[src/rtl/ps2_pkg.sv]
// Shared definitions for the PS/2 keyboard front end: scan-code set 2 constants,
// receive FSM encoding and the digit-to-key mapping.
package ps2_pkg;

  localparam logic [7:0] CODE_BREAK  = 8'hF0;
  localparam logic [7:0] CODE_EXT    = 8'hE0;

  localparam logic [7:0] CODE_MAIN_1 = 8'h16;
  localparam logic [7:0] CODE_MAIN_2 = 8'h1E;
  localparam logic [7:0] CODE_MAIN_3 = 8'h26;
  localparam logic [7:0] CODE_MAIN_4 = 8'h25;
  localparam logic [7:0] CODE_MAIN_5 = 8'h2E;
  localparam logic [7:0] CODE_MAIN_6 = 8'h36;
  localparam logic [7:0] CODE_MAIN_7 = 8'h3D;
  localparam logic [7:0] CODE_MAIN_8 = 8'h3E;
  localparam logic [7:0] CODE_MAIN_9 = 8'h46;

  localparam logic [7:0] CODE_PAD_1  = 8'h69;
  localparam logic [7:0] CODE_PAD_2  = 8'h72;
  localparam logic [7:0] CODE_PAD_3  = 8'h7A;
  localparam logic [7:0] CODE_PAD_4  = 8'h6B;
  localparam logic [7:0] CODE_PAD_5  = 8'h73;
  localparam logic [7:0] CODE_PAD_6  = 8'h74;
  localparam logic [7:0] CODE_PAD_7  = 8'h6C;
  localparam logic [7:0] CODE_PAD_8  = 8'h75;
  localparam logic [7:0] CODE_PAD_9  = 8'h7D;

  typedef enum logic [1:0] {IDLE, RECV, PARITY, STOP} rx_state_e;

  // Bit n-1 of the result corresponds to key n; unmapped codes give all zeros.
  function automatic logic [8:0] key_onehot(input logic [7:0] code);
    key_onehot = '0;
    case (code)
      CODE_MAIN_1, CODE_PAD_1: key_onehot = 9'b0_0000_0001;
      CODE_MAIN_2, CODE_PAD_2: key_onehot = 9'b0_0000_0010;
      CODE_MAIN_3, CODE_PAD_3: key_onehot = 9'b0_0000_0100;
      CODE_MAIN_4, CODE_PAD_4: key_onehot = 9'b0_0000_1000;
      CODE_MAIN_5, CODE_PAD_5: key_onehot = 9'b0_0001_0000;
      CODE_MAIN_6, CODE_PAD_6: key_onehot = 9'b0_0010_0000;
      CODE_MAIN_7, CODE_PAD_7: key_onehot = 9'b0_0100_0000;
      CODE_MAIN_8, CODE_PAD_8: key_onehot = 9'b0_1000_0000;
      CODE_MAIN_9, CODE_PAD_9: key_onehot = 9'b1_0000_0000;
      default:                 key_onehot = '0;
    endcase
  endfunction

endpackage

[src/rtl/ps2_rx_frame.sv]
// PS/2 frame receiver: input synchronisers, ps2_clk glitch filter, 11-bit frame FSM
// and stalled-frame timeout. Emits one-cycle byte_valid / frame_err pulses.
module ps2_rx_frame
  import ps2_pkg::*;
#(
  parameter int GLITCH_CYCLES  = 4,
  parameter int TIMEOUT_CYCLES = 100000,
  parameter int TO_W           = 17
) (
  input  logic       clk,
  input  logic       rst_n,
  input  logic       ps2_clk_i,
  input  logic       ps2_data_i,
  output logic       byte_valid_o,
  output logic [7:0] byte_o,
  output logic       frame_err_o
);

  localparam int GW = $clog2(GLITCH_CYCLES + 1);

  logic [1:0]      clk_sync_q, data_sync_q;
  logic [GW-1:0]   glitch_cnt_q, glitch_cnt_d;
  logic            filt_q, filt_d;
  logic            fall_edge, rx_bit;
  rx_state_e       state_q, state_d;
  logic [2:0]      bit_cnt_q, bit_cnt_d;
  logic [7:0]      shift_q, shift_d;
  logic            parity_q, parity_d;
  logic [TO_W-1:0] to_cnt_q, to_cnt_d;
  logic            byte_valid_q, byte_valid_d;
  logic            frame_err_q, frame_err_d;

  always_ff @(posedge clk or negedge rst_n) begin
    if (!rst_n) begin
      clk_sync_q   <= '0;
      data_sync_q  <= '0;
      glitch_cnt_q <= '0;
      filt_q       <= 1'b0;
      state_q      <= IDLE;
      bit_cnt_q    <= '0;
      shift_q      <= '0;
      parity_q     <= 1'b0;
      to_cnt_q     <= '0;
      byte_valid_q <= 1'b0;
      frame_err_q  <= 1'b0;
    end else begin
      clk_sync_q   <= {clk_sync_q[0], ps2_clk_i};
      data_sync_q  <= {data_sync_q[0], ps2_data_i};
      glitch_cnt_q <= glitch_cnt_d;
      filt_q       <= filt_d;
      state_q      <= state_d;
      bit_cnt_q    <= bit_cnt_d;
      shift_q      <= shift_d;
      parity_q     <= parity_d;
      to_cnt_q     <= to_cnt_d;
      byte_valid_q <= byte_valid_d;
      frame_err_q  <= frame_err_d;
    end
  end

  // Any sample matching the filtered level restarts the run of disagreeing samples.
  always_comb begin
    filt_d       = filt_q;
    glitch_cnt_d = '0;
    if (clk_sync_q[1] != filt_q) begin
      if (glitch_cnt_q == GW'(GLITCH_CYCLES - 1)) filt_d = clk_sync_q[1];
      else glitch_cnt_d = glitch_cnt_q + GW'(1);
    end
  end

  assign fall_edge = filt_q & ~filt_d;
  assign rx_bit    = data_sync_q[1];

  // A falling edge always takes priority over the timeout and reloads the counter.
  always_comb begin
    state_d      = state_q;
    bit_cnt_d    = bit_cnt_q;
    shift_d      = shift_q;
    parity_d     = parity_q;
    to_cnt_d     = to_cnt_q;
    byte_valid_d = 1'b0;
    frame_err_d  = 1'b0;
    if (fall_edge) begin
      to_cnt_d = '0;
      case (state_q)
        IDLE: begin
          if (!rx_bit) begin
            state_d   = RECV;
            bit_cnt_d = '0;
          end else begin
            frame_err_d = 1'b1;
          end
        end
        RECV: begin
          shift_d   = {rx_bit, shift_q[7:1]};
          bit_cnt_d = bit_cnt_q + 3'd1;
          if (bit_cnt_q == 3'd7) state_d = PARITY;
        end
        PARITY: begin
          parity_d = rx_bit;
          state_d  = STOP;
        end
        STOP: begin
          if (rx_bit && (^{shift_q, parity_q})) byte_valid_d = 1'b1;
          else frame_err_d = 1'b1;
          state_d = IDLE;
        end
        default: state_d = IDLE;
      endcase
    end else if (state_q != IDLE) begin
      if (to_cnt_q == TO_W'(TIMEOUT_CYCLES - 1)) begin
        state_d     = IDLE;
        frame_err_d = 1'b1;
        shift_d     = '0;
        to_cnt_d    = '0;
      end else begin
        to_cnt_d = to_cnt_q + TO_W'(1);
      end
    end
  end

  assign byte_valid_o = byte_valid_q;
  assign byte_o       = shift_q;
  assign frame_err_o  = frame_err_q;

endmodule

[src/rtl/ps2_key_decoder.sv]
// PS/2 keyboard front end for the tic-tac-toe board: turns make-codes for digits
// 1-9 (main row or keypad) into one-clock pulses, ignoring break and extended keys.
module ps2_key_decoder
  import ps2_pkg::*;
#(
  parameter int GLITCH_CYCLES  = 4,
  parameter int TIMEOUT_CYCLES = 100000,
  parameter int TO_W           = 17
) (
  input  logic       clk,
  input  logic       clr,
  input  logic       ps2_clk,
  input  logic       ps2_data,
  output logic       key_1,
  output logic       key_2,
  output logic       key_3,
  output logic       key_4,
  output logic       key_5,
  output logic       key_6,
  output logic       key_7,
  output logic       key_8,
  output logic       key_9,
  output logic [7:0] last_code,
  output logic       frame_err
);

  logic [1:0] rst_sync_q;
  logic       rst_n;
  logic       byte_valid, rx_err;
  logic [7:0] rx_byte;
  logic       brk_q, brk_d, ext_q, ext_d;
  logic [8:0] key_q, key_d;
  logic [7:0] last_code_q, last_code_d;

  // Reset asserts immediately but is released only after two clean clk edges.
  always_ff @(posedge clk or negedge clr) begin
    if (!clr) rst_sync_q <= '0;
    else      rst_sync_q <= {rst_sync_q[0], 1'b1};
  end

  assign rst_n = rst_sync_q[1];

  ps2_rx_frame #(
    .GLITCH_CYCLES (GLITCH_CYCLES),
    .TIMEOUT_CYCLES(TIMEOUT_CYCLES),
    .TO_W          (TO_W)
  ) u_rx (
    .clk         (clk),
    .rst_n       (rst_n),
    .ps2_clk_i   (ps2_clk),
    .ps2_data_i  (ps2_data),
    .byte_valid_o(byte_valid),
    .byte_o      (rx_byte),
    .frame_err_o (rx_err)
  );

  always_ff @(posedge clk or negedge rst_n) begin
    if (!rst_n) begin
      brk_q       <= 1'b0;
      ext_q       <= 1'b0;
      key_q       <= '0;
      last_code_q <= '0;
    end else begin
      brk_q       <= brk_d;
      ext_q       <= ext_d;
      key_q       <= key_d;
      last_code_q <= last_code_d;
    end
  end

  // Prefixes accumulate until the next ordinary code, which consumes and clears them.
  always_comb begin
    brk_d       = brk_q;
    ext_d       = ext_q;
    key_d       = '0;
    last_code_d = last_code_q;
    if (byte_valid) begin
      last_code_d = rx_byte;
      if (rx_byte == CODE_BREAK) begin
        brk_d = 1'b1;
      end else if (rx_byte == CODE_EXT) begin
        ext_d = 1'b1;
      end else begin
        if (!brk_q && !ext_q) key_d = key_onehot(rx_byte);
        brk_d = 1'b0;
        ext_d = 1'b0;
      end
    end else if (rx_err) begin
      brk_d = 1'b0;
      ext_d = 1'b0;
    end
  end

  assign {key_9, key_8, key_7, key_6, key_5, key_4, key_3, key_2, key_1} = key_q;
  assign last_code = last_code_q;
  assign frame_err = rx_err;

endmodule

[config.mk]
export PLATFORM = sky130hd
export DESIGN_NAME = ps2_key_decoder
export DESIGN_NICKNAME = d
export VERILOG_FILES = /design/src/rtl/ps2_pkg.sv /design/src/rtl/ps2_rx_frame.sv /design/src/rtl/ps2_key_decoder.sv
export SDC_FILE = /design/constraint.sdc
export NUM_CORES = 1
export LEC_CHECK = 0
export CAP_MARGIN = 40
export CORE_ASPECT_RATIO = 1.5
export CORE_MARGIN = 10
export CORE_UTILIZATION = 40
export DETAILED_ROUTE_END_ITERATION = 10
export GPL_TIMING_DRIVEN = 0
export PLACE_DENSITY = 0.6
export SLEW_MARGIN = 25
export SYNTH_ARGS = -nofsm -noshare
export SYNTH_HDL_FRONTEND = slang
export SYNTH_SLANG_ARGS = --single-unit
[constraint.sdc]
create_clock -name clk -period 1.7 [get_ports clk]
set_input_delay 0.51 -clock clk [delete_from_list [all_inputs] [get_ports clk]]
set_output_delay 0.51 -clock clk [all_outputs]
set_load 0.02 [all_outputs]
# Yosys cells after proc, flatten, opt, wreduce, memory -nomap -nowiden
# Cells that the tools add are included.
dict set report classes {
  addsub 3
  eq_ne 33
  mux 40
  n_bitwise 2
  reduce_logical 26
}
# op n
set op_table {}
lappend op_table {{9-bit one-hot mux with 9 select lines} 1}
lappend op_table {{8-bit by 7-bit equality test with 1-bit output (second input constant)} 10}
lappend op_table {{17-bit 2-to-1 mux} 3}
lappend op_table {{8-bit by 6-bit equality test with 1-bit output (second input constant)} 6}
lappend op_table {{9-bit 2-to-1 mux} 4}
lappend op_table {{8-bit 2-to-1 mux} 4}
lappend op_table {{2-bit OR reduction} 9}
lappend op_table {{17-bit by 1-bit adder with 17-bit output (second input constant)} 1}
lappend op_table {{17-bit equality test (second input constant)} 1}
lappend op_table {{1-bit 2-to-1 mux} 17}
lappend op_table {{8-bit by 5-bit equality test with 1-bit output (second input constant)} 2}
lappend op_table {{8-bit equality test (second input constant)} 2}
lappend op_table {{2-bit 2-to-1 mux} 5}
lappend op_table {{2-bit nonzero test} 5}
lappend op_table {{3-bit 2-to-1 mux} 3}
lappend op_table {{3-bit != test (second input constant)} 3}
lappend op_table {{9-bit XOR reduction} 1}
lappend op_table {{2-bit one-hot mux with 4 select lines} 1}
lappend op_table {{3-bit by 1-bit adder with 3-bit output (second input constant)} 2}
lappend op_table {{2-bit != test (second input constant)} 3}
lappend op_table {{3-bit one-hot mux with 2 select lines} 1}
lappend op_table {{2-bit AND reduction} 3}
lappend op_table {{3-bit AND reduction} 2}
lappend op_table {{2-bit equality test (second input constant)} 2}
lappend op_table {{other kinds (11)} 13}
dict set report word_totals {
  register_bits 62
  in_bits 4
  out_inout_bits 18
  elab_cells 120
}

# Logic depth before layout (Yosys ltp)
dict set report logic_depth {
  depth_word 7
  mapped_depth 7
  ltp_nobuf 6
}

# By module
# A second synthesis with hierarchy kept.
dict set report unflattened {
  cells_unflattened 283
  area_unflattened_um2 3089.2
}
# mod n_inst cells_each area_each_um2 seq_area_each_um2
set modules_own_cells {}
lappend modules_own_cells {ps2_rx_frame 1 197 2047.0 1026.0}
lappend modules_own_cells {ps2_key_decoder 1 86 1042.2 525.5}

# Least setup slack after synthesis
# Ideal clock, no wire load.
dict set report synth_path {
  kind {register to register}
  start {register u_rx.to_cnt_q[13]}
  end {register u_rx.state_q[0]}
  setup_time_ps 126
  arrival_ps 1664
  t_required_ps 1574
  path_slack_ps -90
  path_stages_with_launch 6
  n_path_buf 0
  period_less_slack_ps 1790
  path_cell_list {dfrtp_1 nor4b_2 nand4_1 nor4_4 a21oi_1 o32a_1}
}
dict set report synth_via {
  elab_chain_cells 3
}
# element line
set synth_rtl {}
lappend synth_rtl {{start: declaration} ps2_rx_frame.sv:29} ;# logic [TO_W-1:0] to_cnt_q, to_cnt_d;
lappend synth_rtl {{start signal: assignment} ps2_rx_frame.sv:55} ;# to_cnt_q <= to_cnt_d;
lappend synth_rtl {{17-bit equality test} ps2_rx_frame.sv:111} ;# if (to_cnt_q == TO_W'(TIMEOUT_CYCLES - 1)) begin
lappend synth_rtl {{2-bit nonzero test (no line)} -}
lappend synth_rtl {{4-bit AND reduction (no line)} -}
lappend synth_rtl {{end signal: assignment} ps2_rx_frame.sv:51} ;# state_q <= state_d;
lappend synth_rtl {{end: declaration} ps2_rx_frame.sv:25} ;# rx_state_e state_q, state_d;
# No other way between the ends.
# A chain may end at the register's enable or synchronous reset.

# Worst setup path after layout
dict set report layout_path {
  start {register u_rx.to_cnt_q[8]}
  end {register u_rx.to_cnt_q[3]}
}
dict set report layout_via {
  elab_chain_cells 4
}
# element line
set layout_rtl {}
lappend layout_rtl {{17-bit equality test} ps2_rx_frame.sv:111}
lappend layout_rtl {{17-bit 2-to-1 mux} ps2_rx_frame.sv:111}
lappend layout_rtl {{17-bit 2-to-1 mux} ps2_rx_frame.sv:110} ;# end else if (state_q != IDLE) begin
lappend layout_rtl {{17-bit 2-to-1 mux} ps2_rx_frame.sv:83} ;# if (fall_edge) begin
# No other way between the ends. The select of a mux whose other input is x is not followed.

==> key figures <==
Cells and area
  – Ant. Diodes: 0
  – Layout cells sized above 1: 0.274
  – Area delta synth->final: 31.1%
  – Nets@finish: 347
  – Fin util: 0.543
  – Fill count: 635

Timing
  – Least-Margin Pin Slew: 574 ps
  – Hold slack: 229 ps
  – Clock Skew: 7.34 ps
  – F_max: 557 MHz
  – RSZ-0062 raised after global routing: yes
  – Relative slew slack: 0.617
  – Final setup fails: 11
  – Slew Viols, Final: 0
  – Setup TNS: -709 ps
  – Tmin final: 1790 ps
  – Final hold viol count: 0
  – Tcrit/Tclk final: 1.06
  – Final worst-path setup slack: -94.8 ps

Global routing
  – GR Overflow Total: 0
  – Initial antenna violation count: 0
  – Vias in the first global route: 2360
  – GRT Resource Usage Total: 0.119
  – Largest net degree at the start of global routing: 61
  – Global-route wire length before repair: 11200 µm

Critical path
  – Arrival time worst endpoint: 2020 ps
  – Crit end category: flip-flop
  – CP Class: flip-flop to flip-flop
  – Startpoint Class: flip-flop
  – Worst Path Max Fanout: 2
  – Crit path largest cell delay: 400 ps
  – Worst path top cell family by delay: simple AND/OR/NAND/NOR gates
  – CP Buf/Inv Count: 1
  – Worst Path Required: 1930 ps
  – CP max stage cell: dfrtp_1
  – Critical path, cell by cell: nor4b_2 > nand4_1 > buf_4 > or3_4 > a21oi_2 > nor2_1

Placement
  – # port buffers: 21
  – GP Congestion: 0.809
  – Hpwl dp: 4340 µm

Synthesis
  – Post-synth top area cell: dfrtp_1
  – Cells after Synth: 287
  – YS warnings: 0
  – EDFF count, synth: 0
  – Share of the synthesized area in the top cell type: 0.515
  – Leading cell types by count after synthesis: dfrtp_1 (62), nand2_1 (28), nor2_1 (28), clkbuf_1 (13), nand3_1 (12)
  – Post-synth ARST share: 1.00
  – Synthesized area: 3010 µm²
  – Cell with the most instances after synthesis: dfrtp_1
  – Seq/Total Area, Yosys: 0.515
  – Main synth FF type: dfrtp_1
  – Area contributors post-synth: dfrtp_1 (52%), nand2_1 (3.5%), nor2_1 (3.5%)
  – Syn avg cell area: 10.5 µm²
  – Net Count, Synth: 299
  – Flops & latches, synth: 62
  – Synth unique cells: 46

Route
  – ANT nets after route: 0
  – Via count: 2309
  – Post-Route WL: 6670 µm
  – Wirelength per Cell: 15.2 µm
  – Drt first-iter violations: 118
  – DRC viols: 0
  – DR vias/cell: 5.25
  – First-pass DRT Iterations: 4

Floorplanning
  – Initial core utilization: 0.414
  – Die ar.: 11500 µm²
  – Die height: 126 µm
  – Die X: 90.8 µm
  – # rows: 38
  – Core ar.: 7270 µm²
  – I/O pin count: 22

Clocking
  – Clk slew on worst S/H paths: 70 ps
  – Number of buffers created by CTS: 9
  – Total clock sinks: 62
  – Clk Latency, worst-skew pair: 340 ps
  – CTS Hold Bufs: 0
  – CTS Buffer Depth: 2
  – H-tree depth: 3
  – Clk root buf: clkbuf_8
  – CTS tree: done

Pwr
  – Leakage: 1.76 nW
  – Peak supply drop: 0.000558 V
  – Power Total: 0.00370 W
  – PD cells: 938 nW/µm²

Status
  – Failing checks: negative setup slack
  – Status: complete, but fails checks

Worst hold path
  – Worst hold-check path type: flip-flop to asynchronous set/reset pin

Flow run
  – Max-cap viol count: 0
## registers in the layout, indices dropped and copies added, names as in the netlist
signal and cells:
brk_q 1, u_rx.bit_cnt_q 3, u_rx.frame_err_o 1, u_rx.parity_q 1
u_rx.glitch_cnt_q 3, u_rx.byte_o 8, last_code 8, key_q 9
u_rx.to_cnt_q 17, rst_sync_q 2, u_rx.data_sync_q 2, u_rx.filt_q 1
u_rx.clk_sync_q 2, ext_q 1, u_rx.byte_valid_o 1, u_rx.state_q 2
## cells by family after synthesis
group | Yosys count | share of synthesized area
xor gates and xnor gates | 20 | 0.0627
adders and majority gates | 8 | 0.0332
AOI/OAI and AO/OA | 46 | 0.113
other | 1 | 0.00125
DFF | 62 | 0.515
and+or+nand+nor | 121 | 0.216
muxes | 9 | 0.0337
buffers and inverters | 20 | 0.0253
## power breakdown
part	leakage (nW)	internal (W)	switching, W
clock	0.106	0.000750	0.000563
combinational	0.816	0.000329	0.000380
sequential	0.837	0.00158	0.000104
## routing by layer
layer	track usage	part of all wire	wire length, µm
met1	0.128	0.41	2720
met4	0.0546	0.018	121
met5	0	0	0
met2	0.209	0.53	3520
met3	0.0363	0.047	316
## through the flow
step	instance area (µm²)	instances	worst slack, ps
6_report	3950	440	-94.8
5_1_grt	3950	440	-179
4_1_cts	3740	431	-143
3_5_place_dp	3360	408	-517
3_3_place_gp	3360	408	-472
2_1_floorplan	3030	287	-10.1
## layout make-up
type	instances	area [µm²]	area share
buffer	12	88.8	0.0225
clock buffer	12	155	0.0393
clock inverter	4	45.0	0.0114
inverter	4	15.0	0.00380
multi-input combinational	205	1590	0.402
sequential	62	1560	0.395
tap	100	125	0.0317
timing repair buffer	41	373	0.0944
## repair_timing
item	4_1_cts	5_1_grt
cloned	1	0
gates resized for setup	55	32
pin swaps	27	18
setup buffers	8	10
endpoints found under the setup margin	50	32
## layout by cell type (no fill, tap or decap), types with 9 or more instances in the layout
master	count
buf_4	16
clkbuf_8	11
nand3_1	12
a22o_1	9
nor2_1	18
dfrtp_1	58
dlygate4sd2_1	18
mux2_2	9
nand2_1	25
xor2_1	9
## path summary, 6_finish.rpt
kind / depth (start not counted) / start / slack (ps) / to
setup / recovery: 6 / u_rx.to_cnt_q[8]$_DFFE_PN0N_ / -90 / u_rx.to_cnt_q[3]$_DFFE_PN0N_
hold reg to reg: 0 / rst_sync_q[1]$_DFF_PN0_ / 230 / u_rx.byte_o[1]$_DFFE_PN0P_
setup reg to reg: 6 / u_rx.to_cnt_q[8]$_DFFE_PN0N_ / -90 / u_rx.to_cnt_q[3]$_DFFE_PN0N_
min in group clk: 0 / rst_sync_q[0]$_DFF_PN0_ / 350 / rst_sync_q[1]$_DFF_PN0_
hold / removal: 0 / rst_sync_q[1]$_DFF_PN0_ / 230 / u_rx.byte_o[1]$_DFFE_PN0P_
max in group asynchronous: 1 / rst_sync_q[1]$_DFF_PN0_ / 950 / u_rx.to_cnt_q[7]$_DFFE_PN0N_
Power figures use the tool's default switching activity.
